## src/rtl/sweeper_pkg.sv

```systemverilog
`default_nettype none
// ============================================================================
// Module      : sweeper_pkg
// Description : Shared types and constants for the truth-table sweeper:
//               FSM state enumeration, number of input combinations and
//               table/stimulus widths.
// Revision    : 1.0 - initial release
// ============================================================================
package sweeper_pkg;

  typedef enum logic [1:0] {
    IDLE     = 2'd0,
    SWEEP_E1 = 2'd1,
    SWEEP_E0 = 2'd2,
    FIN      = 2'd3
  } sweep_state_t;

  localparam int NUM_COMB = 16;        // input combinations of a 4-input function
  localparam int TT_WIDTH = NUM_COMB;  // one table bit per combination
  localparam int ABCD_W   = 4;
  localparam int DWELL_W  = 8;         // holds DWELL up to 255

  // True in the two states where stimulus is being applied and sampled.
  function automatic logic is_sweeping(input sweep_state_t s);
    return (s == SWEEP_E1) || (s == SWEEP_E0);
  endfunction

endpackage : sweeper_pkg
`default_nettype wire

```

## src/rtl/sweep_dwell_counter.sv

```systemverilog
`default_nettype none
// ============================================================================
// Module      : sweep_dwell_counter
// Description : Counts 0..DWELL-1 while run is high and flags the final
//               settle cycle of each dwell period. Returns to 0 whenever run
//               is low, so every sweep starts from a clean count.
// Ports       : clk   - clock
//               rst   - asynchronous active-high reset
//               run   - count enable (high during a sweep)
//               count - current dwell count
//               last  - high on the cycle count equals DWELL-1 while running
// Revision    : 1.0 - initial release
// ============================================================================
module sweep_dwell_counter
  import sweeper_pkg::*;
#(
  parameter int DWELL = 10
) (
  input  logic               clk,
  input  logic               rst,
  input  logic               run,
  output logic [DWELL_W-1:0] count,
  output logic               last
);

  localparam logic [DWELL_W-1:0] c_last = DWELL_W'(DWELL - 1);

  logic [DWELL_W-1:0] r_count;
  logic               w_last;

  // Combinational so that DWELL=1 yields a strobe on every running cycle.
  assign w_last = run && (r_count == c_last);

  always_ff @(posedge clk or posedge rst) begin
    if (rst) begin
      r_count <= '0;
    end else if (!run || w_last) begin
      r_count <= '0;
    end else begin
      r_count <= r_count + DWELL_W'(1);
    end
  end

  assign count = r_count;
  assign last  = w_last;

endmodule : sweep_dwell_counter
`default_nettype wire

```

## src/rtl/truth_table_sweeper.sv

```systemverilog
`default_nettype none
// ============================================================================
// Module      : truth_table_sweeper
// Description : Drives all 16 abcd combinations to an external 4-input
//               function, first with en=1 then with en=0, holding each value
//               DWELL cycles and capturing f_in on the last settle cycle into
//               two 16-bit truth tables. Flags err if the function responds
//               while disabled.
// Ports       : clk    - clock
//               rst    - asynchronous active-high reset
//               start  - request a sweep (only honoured in IDLE)
//               abcd   - stimulus, bit3=A .. bit0=D
//               en     - enable driven to the function under test
//               f_in   - function output returned from the function
//               busy   - sweep in progress
//               done   - one-cycle completion pulse
//               tt_en1 - table captured with en=1, bit i = F(abcd=i)
//               tt_en0 - table captured with en=0, bit i = F(abcd=i)
//               err    - sticky: a 1 was captured while en=0
// Revision    : 1.0 - initial release
// ============================================================================
module truth_table_sweeper
  import sweeper_pkg::*;
#(
  parameter int DWELL = 10
) (
  input  logic                clk,
  input  logic                rst,
  input  logic                start,
  output logic [ABCD_W-1:0]   abcd,
  output logic                en,
  input  logic                f_in,
  output logic                busy,
  output logic                done,
  output logic [TT_WIDTH-1:0] tt_en1,
  output logic [TT_WIDTH-1:0] tt_en0,
  output logic                err
);

  localparam logic [ABCD_W-1:0] c_abcd_max = ABCD_W'(NUM_COMB - 1);

  sweep_state_t        r_state;
  logic [ABCD_W-1:0]   r_abcd;
  logic                r_en;
  logic                r_busy;
  logic                r_done;
  logic [TT_WIDTH-1:0] r_tt_en1;
  logic [TT_WIDTH-1:0] r_tt_en0;
  logic                r_err;

  logic                w_run;
  logic                w_last;
  logic [DWELL_W-1:0]  w_dwell_cnt;
  logic                w_unused;

  assign w_run = is_sweeping(r_state);

  sweep_dwell_counter #(
    .DWELL (DWELL)
  ) u_dwell (
    .clk   (clk),
    .rst   (rst),
    .run   (w_run),
    .count (w_dwell_cnt),
    .last  (w_last)
  );

  // The dwell count itself is only observed for debug; the FSM acts on the
  // last-cycle strobe.
  assign w_unused = ^w_dwell_cnt;

  always_ff @(posedge clk or posedge rst) begin
    if (rst) begin
      r_state  <= IDLE;
      r_abcd   <= '0;
      r_en     <= 1'b0;
      r_busy   <= 1'b0;
      r_done   <= 1'b0;
      r_tt_en1 <= '0;
      r_tt_en0 <= '0;
      r_err    <= 1'b0;
    end else begin
      case (r_state)
        IDLE: begin
          r_done <= 1'b0;
          if (start) begin
            r_state  <= SWEEP_E1;
            r_abcd   <= '0;
            r_en     <= 1'b1;
            r_busy   <= 1'b1;
            r_tt_en1 <= '0;
            r_tt_en0 <= '0;
            r_err    <= 1'b0;
          end
        end

        SWEEP_E1: begin
          if (w_last) begin
            r_tt_en1[r_abcd] <= f_in;
            if (r_abcd == c_abcd_max) begin
              // Enabled pass complete: repeat all combinations disabled.
              r_abcd  <= '0;
              r_en    <= 1'b0;
              r_state <= SWEEP_E0;
            end else begin
              r_abcd <= r_abcd + ABCD_W'(1);
            end
          end
        end

        SWEEP_E0: begin
          if (w_last) begin
            r_tt_en0[r_abcd] <= f_in;
            if (f_in) begin
              r_err <= 1'b1;
            end
            if (r_abcd == c_abcd_max) begin
              r_abcd  <= '0;
              r_busy  <= 1'b0;
              r_done  <= 1'b1;
              r_state <= FIN;
            end else begin
              r_abcd <= r_abcd + ABCD_W'(1);
            end
          end
        end

        FIN: begin
          r_done  <= 1'b0;
          r_state <= IDLE;
        end

        default: begin
          r_state <= IDLE;
          r_abcd  <= '0;
          r_en    <= 1'b0;
          r_busy  <= 1'b0;
          r_done  <= 1'b0;
        end
      endcase
    end
  end

  assign abcd   = r_abcd;
  assign en     = r_en;
  assign busy   = r_busy;
  assign done   = r_done;
  assign tt_en1 = r_tt_en1;
  assign tt_en0 = r_tt_en0;
  assign err    = r_err;

endmodule : truth_table_sweeper
`default_nettype wire

```

## config.mk

```make
export PLATFORM = sky130hd
export DESIGN_NAME = truth_table_sweeper
export DESIGN_NICKNAME = d
export VERILOG_FILES = /design/src/rtl/sweeper_pkg.sv /design/src/rtl/sweep_dwell_counter.sv /design/src/rtl/truth_table_sweeper.sv
export SDC_FILE = /design/constraint.sdc
export NUM_CORES = 1
export LEC_CHECK = 0
export CORE_ASPECT_RATIO = 1.25
export CORE_MARGIN = 5
export CORE_UTILIZATION = 57
export CTS_CLUSTER_DIAMETER = 50
export DETAILED_ROUTE_END_ITERATION = 7
export PLACE_DENSITY = 0.83
export SYNTH_ARGS = -nofsm -noshare
export SYNTH_HDL_FRONTEND = slang
export SYNTH_HIERARCHICAL = 1
export SYNTH_SLANG_ARGS = --single-unit
export TNS_END_PERCENT = 1
```

## constraint.sdc

```tcl
create_clock -name clk -period 5.7 [get_ports clk]
set_input_delay 1.425 -clock clk [delete_from_list [all_inputs] [get_ports clk]]
set_output_delay 1.425 -clock clk [all_outputs]
set_load 0.1 [all_outputs]
```

# --- After elaboration in Yosys (flattened, before gate mapping) ---
# Index checks and enable logic that the tools add are counted.
classes:
  muxes: 32
  eq_ne: 12
  order_cmp: 2
  reduce_logical: 20
  n_addsub: 2
op_table:
  columns: ["cell", "n"]
  rows:
  - ["case mux 16 bit (2 select lines)", 2]
  - ["two-way mux 16 bit", 3]
  - ["bitwise mux 16 bit", 2]
  - ["two-way mux 4 bit", 3]
  - ["AND reduction 3 bit", 4]
  - ["AND reduction 4 bit", 3]
  - ["two-way mux 2 bit", 5]
  - ["inequality test 2 x 1 -> 1 bit, second input constant", 5]
  - ["two-way mux 1 bit", 9]
  - ["adder 8 x 1 -> 8 bit, second input constant", 1]
  - ["equality test 8 x 4 -> 1 bit, second input constant", 1]
  - ["two-way mux 8 bit", 1]
  - ["case mux 1 bit (2 select lines)", 4]
  - ["case mux 2 bit (4 select lines)", 1]
  - ["case mux 4 bit (2 select lines)", 1]
  - ["nonzero test 2 bit", 4]
  - ["less-than comparator 4 x 5 -> 1 bit, second input constant", 1]
  - ["AND reduction 5 bit", 1]
  - ["adder 4 x 1 -> 4 bit, second input constant", 1]
  - ["demux 1 bit (select 4 bit)", 1]
  - ["equality test 2 bit, second input constant", 2]
  - ["equality test 4 bit, second input constant", 1]
  - ["greater-or-equal comparator 4 x 1 -> 1 bit, second input constant", 1]
  - ["inequality test 2 bit, second input constant", 2]
  - ["other kinds (6)", 9]
word_totals:
  word_cells: 77
  out_inout_bits: 40
  regBits: 50
  inputBits: 4

# --- Depth between registers and ports, before layout ---
depth:
  depth_word: 7
  ltp_mapped: 9
  ltp_nobuf: 8

# --- Hierarchy ---
# Netlist, hierarchy kept.
by_module_without_submodules:
  columns: ["module", "instances", "seq_area_each_um2", "cells_per_inst", "area_each_um2"]
  rows:
  - ["truth_table_sweeper", 1, 1051.0, 241, 2270.9]
  - ["sweep_dwell_counter", 1, 200.2, 41, 401.6]

# --- Worst setup path after synthesis ---
# OpenSTA, ideal clock, no wires.
synth_path:
  path_kind: "flip-flop to output port"
  from: "register r_abcd[0], in the netlist abcd[0]"
  to: "output port abcd[0]"
  arrival_time_ns: 0.963
  path_stages_with_launch: 1
  required_time_ns: 4.275
  path_slack_ns: 3.312
  path_buffers: 0
  cell_sequence: "dfrtp_1"
synth_rtl:
  columns: ["element", "line_no", "source"]
  rows:
  - ["from (decl)", "truth_table_sweeper.sv:43", "logic [ABCD_W-1:0] r_abcd;"]
  - ["from (signal assigned)", "truth_table_sweeper.sv:106", "r_abcd <= r_abcd + ABCD_W'(1);"]
  - ["from (signal assigned)", "truth_table_sweeper.sv:123", "r_abcd <= r_abcd + ABCD_W'(1);"]
  - ["to (decl)", "truth_table_sweeper.sv:30", "output logic [ABCD_W-1:0] abcd,"]
# No word-level cell between the ends.

# --- Worst setup path after layout ---
layout_path:
  from: "register r_abcd[2], in the netlist abcd[2]"
  to: "output port abcd[2]"
# No word-level cell between the ends.

==> summary.txt <==
RUN STATUS
--------------------------------------------------------------------------------------------
Status                                                                             completed

CTS
--------------------------------------------------------------------------------------------
H-tree depth                                                                               2
CTS hold repair buffers                                                                    0
Buffer type at the clock tree root                                              sky130_fd_sc_hd__clkbuf_8
Clock tree sinks                                                                          50
CTS resizes                                                                                0
Clock slew at the register clock pins of the worst setup and hold paths              0.10 ns
Clock tree from TritonCTS                                                               done
Post-CTS setup buffer count                                                                0
Total clock buffers created by CTS                                                         5
Bufs on Longest Clock Path                                                                 2
Clock network latency to the later pin of the worst-skew pair                        0.31 ns

PLACE
--------------------------------------------------------------------------------------------
Count of input and output buffers                                                         43
Detailed-placement wirelength estimate                                               4195 µm
Final Wtd Congestion                                                                  0.8337
Post-placement cell count                                                                372

STA
--------------------------------------------------------------------------------------------
Rel. slew slack                                                                       33.78%
Period utilisation layout                                                             61.94%
Largest clock skew in the final design                                            0.01149 ns
Post-route minimum period                                                           3.530 ns
Final max-slew violation count                                                             0
Transition time of the tightest slew-check pin                                     0.9902 ns
Final count of negative-setup-slack endpoints                                              0
RSZ-0062 raised after global routing                                                   false
Hold Vio Cnt, Final                                                                        0
Setup TNS after final layout                                                            0 ns
Peak clock frequency supported by timing                                          0.2832 GHz

FLOW RUN
--------------------------------------------------------------------------------------------
Count of maximum capacitance violations                                                    0

SYNTH
--------------------------------------------------------------------------------------------
Cells taking the most area after synthesis                                      sky130_fd_sc_hd__dfrtp_1, sky130_fd_sc_hd__o22ai_1, sky130_fd_sc_hd__a21oi_1, sky130_fd_sc_hd__inv_1, sky130_fd_sc_hd__ha_1
Cell type with the largest total area after synthesis                           sky130_fd_sc_hd__dfrtp_1
Parity-gate share of the synthesized area counting xor and xnor cells                 1.311%
Main combinational cell family by area after synthesis                          compound AO/OA/AOI/OAI gates
Number of unique standard cell types used by synthesis                                    40
Instance count of the mapped netlist                                                     282
Share of synthesized cell area in full adder, half adder and majority cells           5.150%
Post-synthesis compound-gate area fraction                                            21.02%
Net Count, Synth                                                                         297
Flops & latches, synth                                                                    50
Total of warnings raised by yosys                                                          6
Basic-gate share of the synthesized area counting and, or, nand and nor cells         13.86%
Post-synthesis mux area share                                                         1.311%
Mean Syn Cell Area                                                                 9.477 µm²
Area share of the leading cell type in the synthesized netlist                        46.82%
Sequential share of the synthesized area                                              46.82%
Summed instance area of the synthesized netlist                                     2673 µm²

ROUTE
--------------------------------------------------------------------------------------------
DRC viols                                                                                  0
Average vias per placed instance                                                       5.679
Pre-antenna DRT Iters                                                                      4
Overall via count from detail_route                                                     2158
Initial detailed-routing violation count                                                 148
Number of nets with antenna violations after routing                                       0
WL per Instance                                                                     15.49 µm
Total Routed Length                                                                  5888 µm

WORST HOLD PATH
--------------------------------------------------------------------------------------------
Class of the most critical hold timing path                                       reg -> reg
Hold path cells                                                                            2
Worst hold start                                                                   tt_en1[7]
Hold-critical path endpoint                                                        tt_en1[7]

FINAL LAYOUT
--------------------------------------------------------------------------------------------
Fraction of layout cells with a size suffix above 1                                   7.764%
Fillers                                                                                  351
Area growth syn-to-layout                                                             18.26%
Most frequent standard cell in the layout excluding fill and tap cells          sky130_fd_sc_hd__dfrtp_1
Number of standard cells in the layout, taps in and fillers out                          380
Number of nets in the layout                                                             336
Area used by multi-input combinational logic                                        1140 µm²
FF/Latch Area                                                                       1251 µm²
Commonest cells after routing, fill and taps aside                              sky130_fd_sc_hd__dfrtp_1, sky130_fd_sc_hd__inv_1, sky130_fd_sc_hd__clkdlybuf4s50_1
Diode insertion count for antenna repair                                                   0

FLOORPLANNING
--------------------------------------------------------------------------------------------
Overall die height                                                                  86.56 µm
Initial cell density of the core                                                      59.48%
Placeable core region                                                               4493 µm²
Chip width                                                                          71.25 µm
Number of rows created at floorplan                                                       27
Die area                                                                            6167 µm²
Ports                                                                                     44

PWR
--------------------------------------------------------------------------------------------
Largest voltage drop on the vdd net                                                 463.9 µV
Power per unit of standard cell area                                            455.6 nW/µm²
Leakage power summed over all cells                                                 1.357 nW

SETUP PATH
--------------------------------------------------------------------------------------------
Nature of the critical path startpoint                                                  flop
Setup Crit Path Kind                                                              reg -> out
R2r worst-path depth                                                                       9
Worst r2r dst                                                                     tt_en1[12]
Endpoint class of the critical path                                               output pin
Required @ worst endpoint                                                            4.28 ns
Cell-by-cell trace of the critical path                                         clkdlybuf4s50_1
R2R setup slack                                                                      3.31 ns
Critical path buffers and inverters                                                        1
Max stage delay on crit path                                                         1.21 ns
Arrival @ worst endpoint                                                             2.11 ns
Worst-path maximum fanout                                                                 13
Highest-delay cell along the critical path                                      sky130_fd_sc_hd__clkdlybuf4s50_1
Launching point of the worst reg2reg path                                         r_state[0]
Family with the most delay on the worst path                                    buffers and inverters

GRT
--------------------------------------------------------------------------------------------
Pin count of the biggest net entering global routing                                      43
Initial antenna violation count                                                            0
Leftover overflow at the end of global routing                                             0
Wire length of the first global-routing pass                                         9963 µm
Overall fraction of global-route tracks in use                                        20.29%
Number of global-route vias before repair                                               2070

area by class of cell:
type	instances	area share, %
flip-flops and latches	50	39.59
clock buffers	5	2.177
well taps	58	2.296
multi-input cells	176	36.06
repair buffers	45	14.09
inverters	43	5.107
clock inverters	3	0.6730
power by group:
part / leakage (nW) / total [mW] / internal (mW) / switching (mW)
clock: 0.0441 / 0.210 / 0.0864 / 0.123
sequential: 0.676 / 0.453 / 0.403 / 0.0505
combinational: 0.636 / 0.777 / 0.213 / 0.564
worst max path at each step:
stage | from | endpoint | slack (ns) | depth (start not counted)
after floorplan | rst | abcd[0] | 3.30 | 1
after global placement | abcd[2] | abcd[2] | 2.55 | 1
after detailed placement | abcd[2] | abcd[2] | 2.51 | 1
after CTS | abcd[2] | abcd[2] | 2.16 | 1
after global routing | abcd[2] | abcd[2] | 2.11 | 1
final | abcd[2] | abcd[2] | 2.17 | 1
synth_stat cells:
cell type                   instances
sky130_fd_sc_hd__mux2i_1            2
sky130_fd_sc_hd__a211o_1            1
sky130_fd_sc_hd__buf_2              5
sky130_fd_sc_hd__nand2b_1           1
sky130_fd_sc_hd__o21ai_2            1
sky130_fd_sc_hd__o31ai_1            1
sky130_fd_sc_hd__a21oi_1           34
sky130_fd_sc_hd__mux2_4             1
sky130_fd_sc_hd__a22o_2             2
sky130_fd_sc_hd__ha_1              11
sky130_fd_sc_hd__o21ai_1            1
sky130_fd_sc_hd__nor2_1            12
sky130_fd_sc_hd__and3_1             1
sky130_fd_sc_hd__dfrtp_1           50
sky130_fd_sc_hd__o21a_1             1
sky130_fd_sc_hd__nor2b_1            1
sky130_fd_sc_hd__nand2b_4           1
sky130_fd_sc_hd__a22o_1             2
sky130_fd_sc_hd__inv_1             43
sky130_fd_sc_hd__nand2_1           23
sky130_fd_sc_hd__buf_6              6
sky130_fd_sc_hd__a2bb2oi_1          1
sky130_fd_sc_hd__or3_1              5
sky130_fd_sc_hd__and2b_2            2
sky130_fd_sc_hd__nand4_2            1
sky130_fd_sc_hd__nand4_4            2
sky130_fd_sc_hd__buf_12             1
sky130_fd_sc_hd__a21oi_2            2
sky130_fd_sc_hd__xnor2_1            1
sky130_fd_sc_hd__xor2_1             3
sky130_fd_sc_hd__o211ai_4           1
sky130_fd_sc_hd__nor3_1             2
sky130_fd_sc_hd__nand3_2            1
sky130_fd_sc_hd__o22ai_1           32
sky130_fd_sc_hd__o21ai_0           12
sky130_fd_sc_hd__a32oi_1            1
sky130_fd_sc_hd__nand2_4            1
sky130_fd_sc_hd__buf_4              1
sky130_fd_sc_hd__nand3_1           12
sky130_fd_sc_hd__nand4bb_1          1
flip-flops by register name, indices dropped and copies added (netlist names):
signal,flops
abcd,4
busy,1
done,1
en,1
err,1
r_state,2
tt_en0,16
tt_en1,16
u_dwell/count,8
cell families (layout without fill, tap and decap cells):
| kind of cell | count (synthesis) | in the layout |
|---|---|---|
| xor+xnor | 4 | 4 |
| mux | 3 | 3 |
| fa+ha+maj | 11 | 11 |
| simple gates | 66 | 66 |
| buf+inv | 56 | 96 |
| flops | 50 | 50 |
| compound gates | 92 | 92 |
per-layer routing:
layer,track usage [%],up-vias,wire [µm]
met3,4.176,11,329
met2,34.11,71,3048
met4,8.205,0,101
met1,25.41,1025,2409
met5,0,-,0
li1,-,1051,-
per-stage QoR:
stage	area (µm²)	util [%]	setup WS (ns)	hold WS, ns	power [mW]
floorplan	2673	-	3.301	0.4961	1.110
global placement	3070	68.34	2.551	0.5033	1.210
global route	3161	70.34	2.109	0.5471	1.528
detailed placement	3070	68.34	2.510	0.5081	1.230
CTS	3161	70.34	2.163	0.5289	1.436
finish	3161	70.34	2.170	0.5285	1.440
No activity file was read; power rests on OpenSTA's default activity.
